## config.mk

```make
export PLATFORM = sky130hd
export DESIGN_NAME = iter_divider
export DESIGN_NICKNAME = d
export VERILOG_FILES = /design/src/rtl/div_pkg.sv /design/src/rtl/div_magnitude.sv /design/src/rtl/iter_divider.sv
export SDC_FILE = /design/constraint.sdc
export NUM_CORES = 1
export LEC_CHECK = 0
export ABC_AREA = 1
export BUFFER_PORTS_ARGS = -buffer_cell sky130_fd_sc_hd__clkbuf_2
export CAP_MARGIN = 20
export CORE_MARGIN = 2
export CORE_UTILIZATION = 55
export CTS_CLUSTER_DIAMETER = 150
export CTS_CLUSTER_SIZE = 28
export DETAILED_ROUTE_END_ITERATION = 10
export MAX_ROUTING_LAYER = met4
export PLACE_DENSITY = 0.73
export SLEW_MARGIN = 40
export SYNTH_ARGS = -nofsm -noshare
export SYNTH_HDL_FRONTEND = slang
export SYNTH_SLANG_ARGS = --single-unit
```

## constraint.sdc

```tcl
create_clock -name clk -period 4.46 [get_ports clk]
set_input_delay 0.446 -clock clk [delete_from_list [all_inputs] [get_ports clk]]
set_output_delay 0.446 -clock clk [all_outputs]
set_load 0.05 [all_outputs]
```

## src/rtl/div_pkg.sv

```systemverilog
// Shared definitions for the iterative RV32M divider.
// Provides the operation encodings (equal to funct3[1:0]), the FSM state
// encodings and a helper that sizes the iteration counter.
package div_pkg;

    // Operation encodings, equal to funct3[1:0] of DIV/DIVU/REM/REMU
    localparam logic [1:0] DIV_OP_DIV  = 2'b00;
    localparam logic [1:0] DIV_OP_DIVU = 2'b01;
    localparam logic [1:0] DIV_OP_REM  = 2'b10;
    localparam logic [1:0] DIV_OP_REMU = 2'b11;

    // FSM states
    localparam logic [1:0] S_IDLE = 2'b00;
    localparam logic [1:0] S_CALC = 2'b01;
    localparam logic [1:0] S_FIN  = 2'b10;

    // Counter width able to hold 0 .. data_width-1
    function automatic int div_cnt_width(input int data_width);
        return (data_width > 1) ? $clog2(data_width) : 1;
    endfunction

endpackage

```

## src/rtl/div_magnitude.sv

```systemverilog
// Conditional two's-complement negator.
// Ports:
//   in     - value to pass through or negate
//   neg_en - 1: out = -in (wraps at WIDTH bits), 0: out = in
//   out    - result
module div_magnitude #(
    parameter int WIDTH = 32
) (
    input  logic [WIDTH-1:0] in,
    input  logic             neg_en,
    output logic [WIDTH-1:0] out
);

    // Negate on request; the most-negative value wraps to itself
    always_comb begin
        out = in;
        if (neg_en) begin
            out = ~in + {{(WIDTH-1){1'b0}}, 1'b1};
        end else begin
            out = in;
        end
    end

endmodule

```

## src/rtl/iter_divider.sv

```systemverilog
// Multi-cycle restoring divider for RV32M DIV/DIVU/REM/REMU.
// One trial subtraction per cycle, DATA_WIDTH iterations, fixed latency.
// Ports:
//   clk, rst_n - clock and asynchronous active-low reset
//   start      - request pulse, accepted only in IDLE
//   op         - funct3[1:0]: 00 DIV, 01 DIVU, 10 REM, 11 REMU
//   a, b       - dividend (rs1) and divisor (rs2)
//   busy       - high whenever the FSM is not in IDLE
//   done       - one-cycle pulse while out carries the new result
//   out        - quotient or remainder, held until the next accepted start
module iter_divider
    import div_pkg::*;
#(
    parameter int DATA_WIDTH = 32
) (
    input  logic                  clk,
    input  logic                  rst_n,
    input  logic                  start,
    input  logic [1:0]            op,
    input  logic [DATA_WIDTH-1:0] a,
    input  logic [DATA_WIDTH-1:0] b,
    output logic                  busy,
    output logic                  done,
    output logic [DATA_WIDTH-1:0] out
);

    localparam int CNT_W = div_cnt_width(DATA_WIDTH);
    localparam logic [DATA_WIDTH-1:0] MOST_NEG = {1'b1, {(DATA_WIDTH-1){1'b0}}};
    localparam logic [DATA_WIDTH-1:0] ALL_ONES = {DATA_WIDTH{1'b1}};
    localparam logic [DATA_WIDTH-1:0] ZERO     = {DATA_WIDTH{1'b0}};
    localparam logic [CNT_W-1:0]      CNT_LAST = CNT_W'(DATA_WIDTH - 1);
    localparam logic [CNT_W-1:0]      CNT_ONE  = {{(CNT_W-1){1'b0}}, 1'b1};

    logic [1:0]            state_r;
    logic [1:0]            op_r;
    logic                  a_neg_r;
    logic                  b_neg_r;
    logic [DATA_WIDTH-1:0] a_raw_r;
    logic [DATA_WIDTH-1:0] b_mag_r;
    logic                  div_zero_r;
    logic                  ovf_r;
    logic [DATA_WIDTH-1:0] quo_r;
    logic [DATA_WIDTH-1:0] rem_r;
    logic [CNT_W-1:0]      count_r;
    logic [DATA_WIDTH-1:0] out_r;
    logic                  busy_r;
    logic                  done_r;

    logic                  in_signed_s;
    logic [DATA_WIDTH-1:0] a_mag_s;
    logic [DATA_WIDTH-1:0] b_mag_s;
    logic [DATA_WIDTH:0]   trial_s;
    logic [DATA_WIDTH-1:0] quo_next_s;
    logic [DATA_WIDTH-1:0] rem_next_s;
    logic [DATA_WIDTH-1:0] fix_in_s;
    logic                  fix_neg_s;
    logic [DATA_WIDTH-1:0] fix_out_s;
    logic [DATA_WIDTH-1:0] result_s;

    // DIV and REM are the signed operations (op[0] == 0)
    assign in_signed_s = ~op[0];

    div_magnitude #(.WIDTH(DATA_WIDTH)) u_a_mag (
        .in     (a),
        .neg_en (in_signed_s & a[DATA_WIDTH-1]),
        .out    (a_mag_s)
    );

    div_magnitude #(.WIDTH(DATA_WIDTH)) u_b_mag (
        .in     (b),
        .neg_en (in_signed_s & b[DATA_WIDTH-1]),
        .out    (b_mag_s)
    );

    // Trial subtraction is one bit wider so its MSB is the borrow/sign
    assign trial_s = {rem_r, quo_r[DATA_WIDTH-1]} - {1'b0, b_mag_r};

    // Restoring step: keep the difference if non-negative, else the shifted value
    always_comb begin
        rem_next_s = rem_r;
        quo_next_s = quo_r;
        if (!trial_s[DATA_WIDTH]) begin
            rem_next_s = trial_s[DATA_WIDTH-1:0];
            quo_next_s = {quo_r[DATA_WIDTH-2:0], 1'b1};
        end else begin
            rem_next_s = {rem_r[DATA_WIDTH-2:0], quo_r[DATA_WIDTH-1]};
            quo_next_s = {quo_r[DATA_WIDTH-2:0], 1'b0};
        end
    end

    // Pick quotient or remainder and decide whether its sign must be flipped
    always_comb begin
        fix_in_s  = quo_next_s;
        fix_neg_s = 1'b0;
        if (op_r[1]) begin
            fix_in_s  = rem_next_s;
            fix_neg_s = ~op_r[0] & a_neg_r;
        end else begin
            fix_in_s  = quo_next_s;
            fix_neg_s = ~op_r[0] & (a_neg_r ^ b_neg_r);
        end
    end

    div_magnitude #(.WIDTH(DATA_WIDTH)) u_res_fix (
        .in     (fix_in_s),
        .neg_en (fix_neg_s),
        .out    (fix_out_s)
    );

    // Final result with divide-by-zero and signed-overflow overrides
    always_comb begin
        result_s = fix_out_s;
        if (div_zero_r) begin
            result_s = op_r[1] ? a_raw_r : ALL_ONES;
        end else if (ovf_r) begin
            result_s = op_r[1] ? ZERO : MOST_NEG;
        end else begin
            result_s = fix_out_s;
        end
    end

    // Control FSM, operand capture, iteration datapath and registered outputs
    always_ff @(posedge clk or negedge rst_n) begin
        if (!rst_n) begin
            state_r    <= S_IDLE;
            op_r       <= 2'b00;
            a_neg_r    <= 1'b0;
            b_neg_r    <= 1'b0;
            a_raw_r    <= ZERO;
            b_mag_r    <= ZERO;
            div_zero_r <= 1'b0;
            ovf_r      <= 1'b0;
            quo_r      <= ZERO;
            rem_r      <= ZERO;
            count_r    <= {CNT_W{1'b0}};
            out_r      <= ZERO;
            busy_r     <= 1'b0;
            done_r     <= 1'b0;
        end else begin
            case (state_r)
                S_IDLE: begin
                    done_r <= 1'b0;
                    if (start) begin
                        op_r       <= op;
                        a_neg_r    <= a[DATA_WIDTH-1];
                        b_neg_r    <= b[DATA_WIDTH-1];
                        a_raw_r    <= a;
                        b_mag_r    <= b_mag_s;
                        div_zero_r <= (b == ZERO);
                        ovf_r      <= in_signed_s & (a == MOST_NEG) & (b == ALL_ONES);
                        quo_r      <= a_mag_s;
                        rem_r      <= ZERO;
                        count_r    <= {CNT_W{1'b0}};
                        busy_r     <= 1'b1;
                        state_r    <= S_CALC;
                    end
                end
                S_CALC: begin
                    quo_r <= quo_next_s;
                    rem_r <= rem_next_s;
                    if (count_r == CNT_LAST) begin
                        out_r   <= result_s;
                        done_r  <= 1'b1;
                        state_r <= S_FIN;
                    end else begin
                        count_r <= count_r + CNT_ONE;
                    end
                end
                S_FIN: begin
                    done_r  <= 1'b0;
                    busy_r  <= 1'b0;
                    state_r <= S_IDLE;
                end
                default: begin
                    done_r  <= 1'b0;
                    busy_r  <= 1'b0;
                    state_r <= S_IDLE;
                end
            endcase
        end
    end

    assign busy = busy_r;
    assign done = done_r;
    assign out  = out_r;

endmodule

```

### Word-level counts from Yosys, hierarchy flattened

Index checks and enable logic that the tools add are counted.

* register bits: 175
* input bits: 69
* bits in latches: 0
* RAM bits: 0
* bits in read-only memories: 0
* logic and storage cells: 73
* memories: 0
* output and inout port bits: 34

* magnitude comparators: 0
* eq/ne operators: 7
* add/sub/neg operators: 5
* bitwise logic cells: 13
* reduce and logical (&&, ||, !) cells: 9
* shift operators: 0
* multiplexer cells: 25
* divide/modulo/power cells: 0
* $mul: 0

Operator list (count)
* 32-bit 2-to-1 mux: 11
* 32-bit one-hot mux with 2 select lines: 2
* 32-bit by 1-bit adder with 32-bit output, second input constant: 3
* 32-bit inverter: 3
* 32-bit equality test, second input constant: 2
* 33-bit by 32-bit subtractor with 33-bit output: 1
* 32-bit zero test: 1
* 5-bit 2-to-1 mux: 2
* 5-bit one-hot mux with 2 select lines: 1
* 2-bit AND reduction: 5
* 1-bit AND: 6
* 2-bit != test, second input constant: 3
* 5-bit by 1-bit adder with 5-bit output, second input constant: 1
* 5-bit equality test, second input constant: 1
* 1-bit 2-to-1 mux: 5
* 2-bit 2-to-1 mux: 2
* 2-bit one-hot mux with 2 select lines: 1
* 1-bit inverter: 3
* 3-bit AND reduction: 1
* 2-bit by 1-bit equality test with 1-bit output, second input constant: 1
* 2-bit zero test: 1
* 1-bit one-hot mux with 2 select lines: 1
* 2-bit nonzero test: 1
* 1-bit bitwise XOR: 1

### Longest topological paths before layout

* depth in word-level cells: 8
* mapped depth: 31
* mapped depth without buffers: 30

### Modules after synthesis

A second synthesis with hierarchy kept.

* cell total of the unflattened synthesis: 2300
* area, all modules: 14362.5 µm²

Modules (own cells, without submodules)
* iter_divider: area each 11036.8 µm², cells an instance 1619, sequential area each 4354.2 µm², times used 1
* div_magnitude: area each 1108.6 µm², cells an instance 227, sequential area each 0.0 µm², times used 3

### Worst setup path before layout

OpenSTA, ideal clock, no wires.

* path type: flip-flop to flip-flop
* start point: register quo_r[31]
* end point: register out_r[18] (netlist: out[18])
* period minus slack after synthesis: 3243 ps
* arrival time: 3125 ps
* data required time: 4342 ps
* cell stages (with the launch flop): 30
* setup slack: 1217 ps
* path through: dfrtp_1 -> inv_1 -> ha_1 -> inv_1 -> fa_1 -> nand2_1 -> nand2_1 -> nand3_1 -> nand2_1 -> nand2_1 -> nand2_2 -> nand2_4 -> nand2_4 -> nand2_2 -> nand2_2 -> buf_6 -> buf_8 -> o21ai_1 -> ha_1 -> nand3_1 -> nor2_1 -> nand2_1 -> nand2_2 -> nand2_2 -> nor2_4 -> nand2_1 -> nand3_1 -> nand2_1 -> nand2_1 -> nand2_1

* cells in the longest elaborated chain, start to end: 8

Ends and longest elaborated chain
* from (decl): RTL line iter_divider.sv:42 `logic [DATA_WIDTH-1:0] quo_r;`
* from (signal assigned): RTL line iter_divider.sv:151 `quo_r <= a_mag_s;`
* from (signal assigned): RTL line iter_divider.sv:159 `quo_r <= quo_next_s;`
* 33-bit by 32-bit subtractor with 33-bit output: RTL line iter_divider.sv:76 `assign trial_s = {rem_r, quo_r[DATA_WIDTH-1]} - {1'b0, b_mag_r};`
* 1-bit 2-to-1 mux / 32-bit 2-to-1 mux (equally long branches): RTL line iter_divider.sv:82 `if (!trial_s[DATA_WIDTH]) begin`
* 32-bit 2-to-1 mux *: RTL line iter_divider.sv:95 `if (op_r[1]) begin`
* 32-bit inverter: RTL line div_magnitude.sv:18 `out = ~in + {{(WIDTH-1){1'b0}}, 1'b1};`
* 32-bit by 1-bit adder with 32-bit output: RTL line div_magnitude.sv:18
* 32-bit 2-to-1 mux *: RTL line div_magnitude.sv:17 `if (neg_en) begin`
* 32-bit 2-to-1 mux *: RTL line iter_divider.sv:115 `end else if (ovf_r) begin`
* 32-bit 2-to-1 mux *: RTL line iter_divider.sv:113 `if (div_zero_r) begin`
* to (signal assigned): RTL line iter_divider.sv:162 `out_r <= result_s;`
* to (decl): RTL line iter_divider.sv:45 `logic [DATA_WIDTH-1:0] out_r;`

Every way passes the cells marked *; elsewhere a longest branch is shown, timed or not.
A chain may end at the register's enable or synchronous reset.

### Worst setup path after layout

* start point: register quo_r[31]
* end point: register out_r[22] (netlist: out[22])

Same word-level chain as after synthesis.

==> impl_metrics.csv <==
group,metric,value,unit
synthesis,yosysWarnings,0,
worst_setup_path,critPathMaxStageDelay,0.39,ns
final_layout,nNetsFinal,2280,
timing,fin_crit_sh,90.63,%
worst_setup_path,worst_path_most_repeated_cell,"nand2_1",
synthesis,ys_seq_area_share,32.12,%
synthesis,ys_top_cells_by_area,"dfrtp_1, nand2_1, inv_1",
die,start_util,55.90,%
timing,slew_viol_final,0,
final_layout,final_core_util,61.86,%
worst_setup_path,cp.required,4.82,ns
cts,clk_latency,0.45,ns
timing,rsz0062_at_grt,"no",
synthesis,synth_enable_flop_cells,0,
detailed_routing,avgViaCountPerCell,5.692,
synthesis,yosys.area.top_type,"dfrtp_1",
worst_setup_path,crit_arrival,4.41,ns
grt,grt_usage,37.58,%
die,dieArea,25920,µm²
cts,htree_levels,4,
synthesis,ys_ff_latch,174,
grt,grt_pass1_wl,73460,µm
synthesis,yosysUniqueCellTypes,55,
detailed_routing,drtAntennaViolNets,0,
cts,max-clock-path-buffers,2,
detailed_routing,drt_pass1_iterations,6,
timing,fin_crit,4.042,ns
grt,grt_antenna_before_repair,0,
worst_setup_path,critical_path_class,"reg -> reg",
worst_setup_path,r2r_slack,0.42,ns
detailed_routing,vias,14280,
timing,finalSetupViolations,0,
timing,worst_pin_slew,0.8161,ns
cts,post-cts-setup-buffer-count,0,
cts,cts-root-buf,"clkbuf_16",
cts,cts_tree,"done",
synthesis,syn_inst,2115,
grt,grt_overflow,0,
detailed_routing,dr.first_iter.drc_count,1679,
final_layout,fill_cells,2405,
cts,cts_buffers,17,
timing,fmax,247.4,MHz
placement,io_buffers,102,
die,ioPinCount,103,
detailed_routing,wl_per_cell,18.66,µm
timing,fin_tns_setup,0,ns
timing,slew-limit-headroom,45.60,%
worst_setup_path,startpoint_type,"register",
synthesis,async_flop_share,100.0,%
worst_hold_path,hp-class,"in -> reg",
final_layout,diodes,0,
detailed_routing,drc,0,
worst_setup_path,slowest_stage,"fa_1",
synthesis,syn_nets,2223,
final_layout,layout-drive-gt1-share,10.43,%
synthesis,synth_top_area_share,32.12,%
placement,pre_cts_ws,0.3875,ns
die,rows,57,
job,cap_violations,0,
timing,setup_ws,0.4181,ns
placement,globalplace.congestion,0.9726,
die,die_x,161.0,µm
worst_setup_path,worstPathMaxFanout,24,
cts,clk_pin_slew,0.08,ns
cts,cts_sinks,174,
worst_setup_path,critPathCaptureType,"register",
detailed_routing,wl,46830,µm
synthesis,synth_area_per_cell,6.409,µm²
timing,fin_skew,0.01430,ns
timing,finalHoldViolCount,0,
grt,grt_max_degree,104,
die,die_h,161.0,µm
final_layout,area_growth,10.65,%
synthesis,netlist_area,13560,µm²
timing,holdWs,0.2271,ns
status,outcome,"finished clean",
placement,dpl.hpwl,35670,µm
die,core-area,24250,µm²
grt,grt_pass1_vias,13480,
synthesis,synthFlopType,"dfrtp_1",
## final timing paths
check,from,endpoint,cells past startpoint
setup / recovery,quo_r[31],out[22],28
hold / removal,op[1],op_r[1],3
setup reg to reg,quo_r[31],out[22],28
hold reg to reg,a_raw_r[9],a_raw_r[9],2
max in group asynchronous,rst_n,out[0],3
min in group asynchronous,rst_n,rem_r[25],2
## worst max-delay path, delay by kind of cell (launching register included)
kind	cells	cell delay, ns
flops	1	0.37
buf+inv	2	0.17
simple gates	21	2.34
compound gates	2	0.28
fa+ha+maj	3	0.79
## registers in the layout, summed over array words and instances, names as in the netlist, 2 cells and up
name and cells:
a_raw_r 31, b_mag_r 32, count_r 5, op_r 2
out 32, quo_r 32, rem_r 32, state_r 2
## metal layers
metal / part of all wire, % / wire length (µm) / up-vias / GRT usage, %
li1: - / - / 6860 / -
met1: 44 / 20670 / 6677 / 52.25
met2: 45 / 21280 / 653 / 57.84
met3: 7.5 / 3516 / 91 / 4.674
met4: 2.9 / 1370 / 0 / 11.44
met5: 0 / 0 / - / -
## cell usage after synthesis (all sizes together) (10+ instances only)
| master | instances |
|---|---|
| nor4 | 10 |
| nor2 | 181 |
| nand2 | 689 |
| xor2 | 49 |
| buf | 25 |
| or2 | 20 |
| a21boi | 12 |
| a21oi | 44 |
| nor3 | 26 |
| ha | 38 |
| dfrtp | 174 |
| nand3 | 195 |
| o21ai | 199 |
| clkbuf | 57 |
| inv | 293 |
| nand4 | 23 |
## layout by cell type, fill, tap and decap left out, types with 17 or more instances in the layout
master | synthesis | routed
a21oi_1 | 42 | 42
clkbuf_16 | 0 | 17
clkbuf_2 | 0 | 101
dfrtp_1 | 174 | 174
ha_1 | 38 | 38
inv_1 | 286 | 285
nand2_1 | 668 | 667
nand2_2 | 18 | 18
nand3_1 | 186 | 185
nand4_1 | 23 | 23
nor2_1 | 171 | 168
nor3_1 | 25 | 24
o21ai_0 | 193 | 193
or2_2 | 18 | 18
xor2_1 | 49 | 49
## per-stage QoR
step                instances  area [µm²]
finish                   2509       15000
CTS                      2507       14930
detailed placement       2475       14290
floorplan                2115       13560
global placement         2475       14280
global route             2509       15000
## cells by family after synthesis
logic type / Yosys count / share of synthesized area [%]
AO/OA/AOI/OAI: 312 / 12.98
XOR/XNOR: 58 / 3.747
adder cells (fa/ha/maj): 39 / 3.655
buffers and inverters: 375 / 10.89
flip-flops: 174 / 32.12
AND/OR/NAND/NOR: 1157 / 36.61
## timing repair
item                                    in CTS  in global routing
endpoints found under the setup margin       0                 12
resized for setup                            0                  4
hold buffers                                 0                  1
hold endpoints to repair                     0                 27
## layout make-up
class                           instances  area (µm²)  share of cell area [%]
Clock inverter                         15       216.5                   1.443
Timing Repair Buffer                  120       715.7                   4.771
Inverter                              293        1100                   7.332
Sequential cell                       174        4354                   29.03
Tap cell                              324       405.4                   2.703
Multi-Input combinational cell       1566        7782                   51.89
Clock buffer                           17       425.4                   2.836
Power is left out: the tool's default activity adds up to more than one toggle a clock period on the data nets, which glitch-free logic cannot reach.
